===== config.mk =====
export PLATFORM = sky130hd
export DESIGN_NAME = seq_mul_unit
export DESIGN_NICKNAME = d
export VERILOG_FILES = /design/src/rtl/seq_mul_unit_pkg.sv /design/src/rtl/seq_mul_negate.sv /design/src/rtl/seq_mul_unit.sv
export SDC_FILE = /design/constraint.sdc
export NUM_CORES = 1
export LEC_CHECK = 0
export CAP_MARGIN = 10
export CORE_MARGIN = 1
export CORE_UTILIZATION = 45
export DETAILED_ROUTE_END_ITERATION = 8
export PLACE_DENSITY = 0.66
export SYNTH_ARGS = -nofsm -noshare
export SYNTH_HDL_FRONTEND = slang
export SYNTH_SLANG_ARGS = --single-unit

===== constraint.sdc =====
create_clock -name clk -period 5.1 [get_ports clk]
set_input_delay 1.275 -clock clk [delete_from_list [all_inputs] [get_ports clk]]
set_output_delay 1.275 -clock clk [all_outputs]
set_load 0.005 [all_outputs]

===== src/rtl/seq_mul_unit_pkg.sv =====
// Shared definitions for the sequential shift-add multiplier: default sizes,
// FSM state encoding and the iteration-counter width helper.
package seq_mul_unit_pkg;

    localparam int DEF_WIDTH      = 32;
    localparam int DEF_REG_ADDR_W = 5;

    typedef enum logic [1:0] {
        ST_IDLE = 2'd0,
        ST_RUN  = 2'd1,
        ST_SIGN = 2'd2,
        ST_WB   = 2'd3
    } mulState_t;

    // Counter must hold 0..w-1; keep at least one bit for degenerate widths.
    function automatic int cntWidth(input int w);
        return (w > 1) ? $clog2(w) : 1;
    endfunction

    localparam int DEF_CNT_W = cntWidth(DEF_WIDTH);

endpackage


===== src/rtl/seq_mul_negate.sv =====
// Combinational conditional two's-complement of an N-bit value; used for
// operand magnitudes and for restoring the product sign.
module seq_mul_negate
    import seq_mul_unit_pkg::*;
#(
    parameter int N = 2 * DEF_WIDTH
) (
    input  logic [N-1:0] value,
    input  logic         negate,
    output logic [N-1:0] result
);

    assign result = negate ? (~value + N'(1)) : value;

endmodule


===== src/rtl/seq_mul_unit.sv =====
// Multi-cycle shift-add multiplier feeding the register-file write port with
// a single write-back beat (signed/unsigned operands, low/high result word).
//
// state   | meaning
// --------+-------------------------------------------------------------
// ST_IDLE | waiting for start; operands captured on acceptance
// ST_RUN  | WIDTH shift-add iterations on magnitudes
// ST_SIGN | apply product sign, register selected result word
// ST_WB   | writeControl/done asserted for the register-file capture
module seq_mul_unit
    import seq_mul_unit_pkg::*;
#(
    parameter int WIDTH      = DEF_WIDTH,
    parameter int REG_ADDR_W = DEF_REG_ADDR_W
) (
    input  logic                  clk,
    input  logic                  rst,
    input  logic                  start,
    input  logic                  op_signed,
    input  logic                  op_hi,
    input  logic [WIDTH-1:0]      srcA,
    input  logic [WIDTH-1:0]      srcB,
    input  logic [REG_ADDR_W-1:0] destReg,
    output logic                  busy,
    output logic                  done,
    output logic [REG_ADDR_W-1:0] writeReg,
    output logic [WIDTH-1:0]      writeData,
    output logic                  writeControl
);

    localparam int CNT_W = cntWidth(WIDTH);

    mulState_t             state;
    mulState_t             nextState;
    logic [CNT_W-1:0]      iterCnt;
    logic [WIDTH-1:0]      mcand;
    logic [2*WIDTH-1:0]    acc;
    logic                  neg;
    logic                  opHi;
    logic [REG_ADDR_W-1:0] dest;
    logic [WIDTH-1:0]      magA;
    logic [WIDTH-1:0]      magB;
    logic [2*WIDTH-1:0]    product;
    logic [WIDTH:0]        partial;
    logic                  lastIter;

    seq_mul_negate #(.N(WIDTH)) uNegA (
        .value  (srcA),
        .negate (op_signed & srcA[WIDTH-1]),
        .result (magA)
    );

    seq_mul_negate #(.N(WIDTH)) uNegB (
        .value  (srcB),
        .negate (op_signed & srcB[WIDTH-1]),
        .result (magB)
    );

    seq_mul_negate #(.N(2 * WIDTH)) uNegProd (
        .value  (acc),
        .negate (neg),
        .result (product)
    );

    // Upper half of acc is the running sum, lower half the remaining multiplier bits.
    assign partial  = {1'b0, acc[2*WIDTH-1:WIDTH]} + {1'b0, (acc[0] ? mcand : {WIDTH{1'b0}})};
    assign lastIter = (iterCnt == CNT_W'(WIDTH - 1));

    always_ff @(posedge clk or negedge rst) begin
        if (!rst) begin
            state <= ST_IDLE;
        end else begin
            state <= nextState;
        end
    end

    always_comb begin
        nextState = state;
        case (state)
            ST_IDLE: if (start) nextState = ST_RUN;
            ST_RUN:  if (lastIter) nextState = ST_SIGN;
            ST_SIGN: nextState = ST_WB;
            ST_WB:   nextState = ST_IDLE;
            default: nextState = ST_IDLE;
        endcase
    end

    always_ff @(posedge clk or negedge rst) begin
        if (!rst) begin
            iterCnt   <= '0;
            mcand     <= '0;
            acc       <= '0;
            neg       <= 1'b0;
            opHi      <= 1'b0;
            dest      <= '0;
            writeReg  <= '0;
            writeData <= '0;
        end else begin
            case (state)
                ST_IDLE: begin
                    if (start) begin
                        mcand   <= magA;
                        acc     <= {{WIDTH{1'b0}}, magB};
                        iterCnt <= '0;
                        neg     <= op_signed & (srcA[WIDTH-1] ^ srcB[WIDTH-1]);
                        opHi    <= op_hi;
                        dest    <= destReg;
                    end
                end
                ST_RUN: begin
                    acc     <= {partial, acc[WIDTH-1:1]};
                    iterCnt <= iterCnt + CNT_W'(1);
                end
                ST_SIGN: begin
                    writeData <= opHi ? product[2*WIDTH-1:WIDTH] : product[WIDTH-1:0];
                    writeReg  <= dest;
                end
                default: ;
            endcase
        end
    end

    // Decoded from state so an async reset during WB drops the write at once.
    assign busy         = (state != ST_IDLE);
    assign writeControl = (state == ST_WB);
    assign done         = (state == ST_WB);

endmodule

### Word-level counts from Yosys, hierarchy flattened

Index checks and enable logic that the tools add are counted.

| storage, ports and cells | value |
|---|---|
| word-level logic and storage cells | 45 |
| register bits after elaboration | 147 |
| output and inout bits | 40 |

| operators by class | value |
|---|---|
| reduce and logical (&&, ||, !) cells | 6 |
| $add $sub $neg | 5 |
| eq/ne operators | 6 |
| bitwise gates (word level) | 7 |
| muxes and demuxes | 12 |

Operators with widths:

| cell | number |
|---|---|
| $mux W32 | 4 |
| $mux W64 | 2 |
| $pmux W64 S2 | 1 |
| $add A32 B1 Y32 const B | 2 |
| $add A64 B1 Y64 const B | 1 |
| $not A32 Y32 | 2 |
| $not A64 Y64 | 1 |
| $add A32 B32 Y33 | 1 |
| $pmux W5 S2 | 1 |
| $pmux W2 S4 | 1 |
| $reduce_and A2 Y1 | 3 |
| $add A5 B1 Y5 const B | 1 |
| $eq A5 B5 Y1 const B | 1 |
| $mux W5 | 1 |
| $eq A2 B2 Y1 const B | 2 |
| $mux W2 | 2 |
| $ne A2 B2 Y1 const B | 2 |
| $reduce_bool A2 Y1 | 2 |
| $and A1 B1 Y1 | 3 |
| $eq A2 B1 Y1 const B | 1 |
| $logic_not A2 Y1 | 1 |
| $xor A1 B1 Y1 | 1 |

### Depth between registers and ports, before layout

| logic depth | value |
|---|---|
| depth in word-level cells | 5 |
| gate-level depth with buffers | 14 |
| depth with buffers taken out | 12 |

### Modules after synthesis

Synthesis repeated with hierarchy kept, for this count alone.

| unflattened totals | value |
|---|---|
| cells, all modules | 1,204 |
| area, all modules | 11,140.7 um^2 |

By module, submodules not included:

| module | area an instance (um^2) | instances | cells each |
|---|---|---|---|
| seq_mul_unit | 7,937.6 | 1 | 800 |
| seq_mul_negate at uNegProd | 1,649.1 | 1 | 206 |
| seq_mul_negate at uNegA ... | 777.0 | 2 | 99 |

### Worst setup path after synthesis

No wires, ideal clock.

| timing path | value |
|---|---|
| path kind | input-to-reg |
| from | in srcA[1] |
| to | reg mcand[29] |
| stages on the path | 9 |
| required time | 4,967 ps |
| arrival time | 3,427 ps |
| setup slack | 1,540 ps |
| cell sequence | or3_1 -> or3_1 -> nor3_1 -> nand3_1 -> or3_1 -> clkbuf_1 -> o41ai_1 -> xor2_1 -> o21ai_0 |

| between the ends | value |
|---|---|
| cells in the longest elaborated chain, start to end | 3 |

RTL lines:

| item | RTL line | RTL |
|---|---|---|
| start: declaration | seq_mul_unit.sv:21 | `input logic [WIDTH-1:0] srcA,` |
| $not A32 Y32 | seq_mul_negate.sv:13 | `assign result = negate ? (~value + N'(1)) : value;` |
| $add A32 B1 Y32 | seq_mul_negate.sv:13 |  |
| $mux W32 | seq_mul_negate.sv:13 |  |
| end signal: assignment | seq_mul_unit.sv:102 | `mcand <= magA;` |
| end: declaration | seq_mul_unit.sv:36 | `logic [WIDTH-1:0] mcand;` |

No other way between the ends.
A chain may end at the register's enable or synchronous reset.

### Final worst setup path

| timing path | value |
|---|---|
| from | reg mcand[0] |
| to | reg acc[63] |

| between the ends | value |
|---|---|
| cells in the longest elaborated chain, start to end | 3 |

RTL lines:

| item | RTL line | RTL |
|---|---|---|
| $mux W32 | seq_mul_unit.sv:66 | `assign partial = {1'b0, acc[2*WIDTH-1:WIDTH]} + {1'b0, (acc[0] ? mcand : {WIDTH{1'b0}})};` |
| $add A32 B32 Y33 | seq_mul_unit.sv:66 |  |
| $pmux W64 S2 | seq_mul_unit.sv:99 | `case (state)` |
| end signal: assignment | seq_mul_unit.sv:103 | `acc <= {{WIDTH{1'b0}}, magB};` |
| end signal: assignment | seq_mul_unit.sv:111 | `acc <= {partial, acc[WIDTH-1:1]};` |
| end: declaration | seq_mul_unit.sv:37 | `logic [2*WIDTH-1:0] acc;` |

No other way between the ends.

==> flow_summary.toml <==
[layout]
nets = 1468
final_cell_area_um2 = 12500
drive_gt1_share_pct = 5.43
area_delta_synth_final_pct = 17.8
n_antenna_cell = 0

[worst_setup_path]
crit_path_cell_trace = "and2_1, ha_1, inv_1, fa_1, nor2b_1, o2111ai_1, a2111oi_0, o2111ai_1, and4b_1, o31a_1, or4_1, nand3_1"
cpPeakStageDelay_ns = 0.79
worst_setup_path_start_kind = "register"
path_buf_inv = 1
endpoint_kind = "register"
crit_path_max_fanout = 3
cp_common_cell = "o2111ai_1"
worst_path_dominant_cell_family = "compound AO/OA/AOI/OAI gates"
crit_type = "reg2reg"
crit_required_ns = 5.45
cp_data_arrival_time_ns = 4.19
cp_slowest_cell = "a2111oi_0"

[detailed_routing]
avgViaCountPerCell = 5.78
wl_per_cell_um = 17.2
drc_errors = 0
drt-total-wl_um = 28900
ant_nets = 0
drt_iter0_markers = 618
vias = 9683
dr.pass1.iters = 7

[logic_synthesis]
syn_area_um2 = 10600
netlist_instances = 1282
synth.area.top_cells = "dfrtp_1 (35%), o21ai_0 (7.7%), xor2_1 (6.1%)"
synth-async-reset-ratio_pct = 100
syn_avg_cell_area_um2 = 8.28
synth.distinct_cells = 64
synth-seq-area-share_pct = 34.7
synth_top_cell_by_area = "dfrtp_1"
synth_warnings = 0
synth_ff_type = "dfrtp_1"
synth-edff-count = 0
synth-seq-cells = 147
yosys.area.top_type_share_pct = 34.7
syn_nets = 1398

[hold_path]
hold_path.class = "reg2reg"

[grt]
grt_pass1_wl_um = 47200
grt_antenna_before_repair = 0
grt_overflow_total = 0
gr-usage-all-layers_pct = 24.7
grt_max_degree = 80
grt_pass1_vias = 8867

[pwr]
peakVddDrop_mv = 0.280
power_density_nw_per_um2 = 575
p_leak_nw = 5.12

[clock_tree]
cts_buffers = 17
postCtsHoldBufs = 0
clockBufferDepth = 2
clk_pin_slew_ns = 0.06
cts_resized = 0
cts_max_level = 4
cts-root-buf = "clkbuf_16"
clock_sinks = 147
post_cts_buffers = 0
cts_tree = "done"
clock_latency_ns = 0.43

[timing]
skew_ns = 0.00846
fmax_mhz = 261
holdWs_ns = 0.471
slew_headroom_pct = 29.5
period_share_pct = 75.1
min_period_ns = 3.83
fin_tns_setup_ns = 0
drv_slew = 0
hold_viol_final = 0
setup_violations = 0
rsz0062_at_grt = "false"
tightest_slew_ns = 1.05

[status]
status = "finished, final reports clean"

[placement]
port-buffer-count = 113
dp_hpwl_um = 21600
place_area_um2 = 12000
finalWeightedCongestion = 0.901

[die]
die_w_um = 156
rows = 55
coreArea_um2 = 22900
die_h_um = 156
ios = 114
fp.dieArea_um2 = 24200
initial_utilization_pct = 46.3

[job]
cap_viol_max_count = 0
-- metrics by stage --
| stage | cells | power (mW) | setup slack (ns) | util (%) |
|---|---|---|---|---|
| floorplan | 1282 | 4.72 | 1.54 | - |
| global placement | 1646 | 5.91 | 0.913 | 52.2 |
| detailed placement | 1646 | 6.00 | 0.858 | 52.2 |
| CTS | 1676 | 7.20 | 1.31 | 54.6 |
| global route | 1676 | 7.77 | 0.982 | 54.6 |
| finish | 1676 | 7.18 | 1.27 | 54.6 |
-- final timing paths --
kind                                            start               endpoint  slack [ns]  cells past startpoint
worst max-delay path             mcand[0]$_DFFE_PN0P_    acc[63]$_DFFE_PN0P_        1.27                     12
worst min-delay path            mcand[17]$_DFFE_PN0P_  mcand[17]$_DFFE_PN0P_        0.47                      2
worst max register to register   mcand[0]$_DFFE_PN0P_    acc[63]$_DFFE_PN0P_        1.27                     12
worst min register to register  mcand[17]$_DFFE_PN0P_  mcand[17]$_DFFE_PN0P_        0.47                      2
max in group asynchronous                         rst        neg$_DFFE_PN0P_        3.19                      2
min in group asynchronous                         rst    dest[0]$_DFFE_PN0P_        0.89                      1
-- cell type report --
class                      instances  area [µm²]
multi-input combinational       1036        6560
inverter                          21        78.8
fill                            2162       10400
clock inverter                    10        86.3
sequential                       147        3680
clock buffer                      20         457
timing repair buffer             129        1250
tap                              313         392
-- state kept, by name (all words and copies together) (netlist names) --
| register | cells |
|---|---|
| dest | 5 |
| mcand | 32 |
| writeReg | 5 |
| iterCnt | 5 |
| acc | 64 |
| neg | 1 |
| state | 2 |
| writeData | 32 |
| opHi | 1 |
-- metal layers --
layer | up-vias | GRT usage, % | wire (µm)
li1 | 4782 | - | -
met1 | 4617 | 34.8 | 13800
met2 | 250 | 39.5 | 13300
met3 | 34 | 2.72 | 1240
met4 | 0 | 8.17 | 541
met5 | - | 0 | 0
-- power by group --
part           internal (mW)  switching [mW]  total, mW
combinational           1.60            2.14       3.74
sequential              1.70           0.571       2.27
clock                  0.686           0.492       1.18
-- worst reg2reg max path, delay by kind of cell, from the launching register on --
kind                     cells  cell delay, ns
AO/OA/AOI/OAI                4            1.49
AND/OR/NAND/NOR              5            1.20
adder cells (fa/ha/maj)      2            0.64
flip-flops                   1            0.38
buffers and inverters        1            0.07
-- cells in the mapped netlist (4+ instances only) --
master / n
xor2_1: 74
and2_1: 36
a22o_1: 4
o31a_1: 4
a211oi_1: 9
a21o_1: 24
o221ai_1: 6
o21ai_0: 163
nor2b_1: 8
o21a_1: 8
or2_2: 5
clkbuf_1: 67
nor4_1: 15
nand3_1: 27
inv_1: 21
dfrtp_1: 147
nor2_1: 73
mux2i_1: 9
nor3_1: 19
o211ai_1: 9
a31oi_1: 8
or3_1: 22
o22ai_1: 12
buf_2: 5
o31ai_1: 25
and3_1: 6
or4_1: 15
a311oi_1: 4
ha_1: 41
xnor2_1: 61
o41ai_1: 17
nand2b_1: 8
nand4_1: 12
nand2_1: 164
a21oi_1: 91
mux2_2: 14
-- cells by family (layout without fill, tap and decap cells) --
logic type               count (synthesis)  after routing  synth area share [%]
buffers and inverters                   99            180                  3.70
flip-flops                             147            147                  34.7
multiplexers                            23             23                  2.33
adder cells (fa/ha/maj)                 42             42                  5.02
AND/OR/NAND/NOR                        421            421                  19.1
AO/OA/AOI/OAI                          415            415                  24.0
XOR/XNOR                               135            135                  11.1
-- cell usage in the layout (no fill, tap or decap), types with 19 or more instances in the layout --
master,count
a21o_1,24
nand3_1,27
a21oi_1,91
nand2_1,163
xor2_1,74
clkdlybuf4s50_1,112
dfrtp_1,146
ha_1,40
inv_1,21
o31ai_1,25
and2_1,36
nor2_1,73
nor3_1,19
xnor2_1,61
o21ai_0,163
or3_1,22
Note: power is estimated with default switching activity, not from simulation.
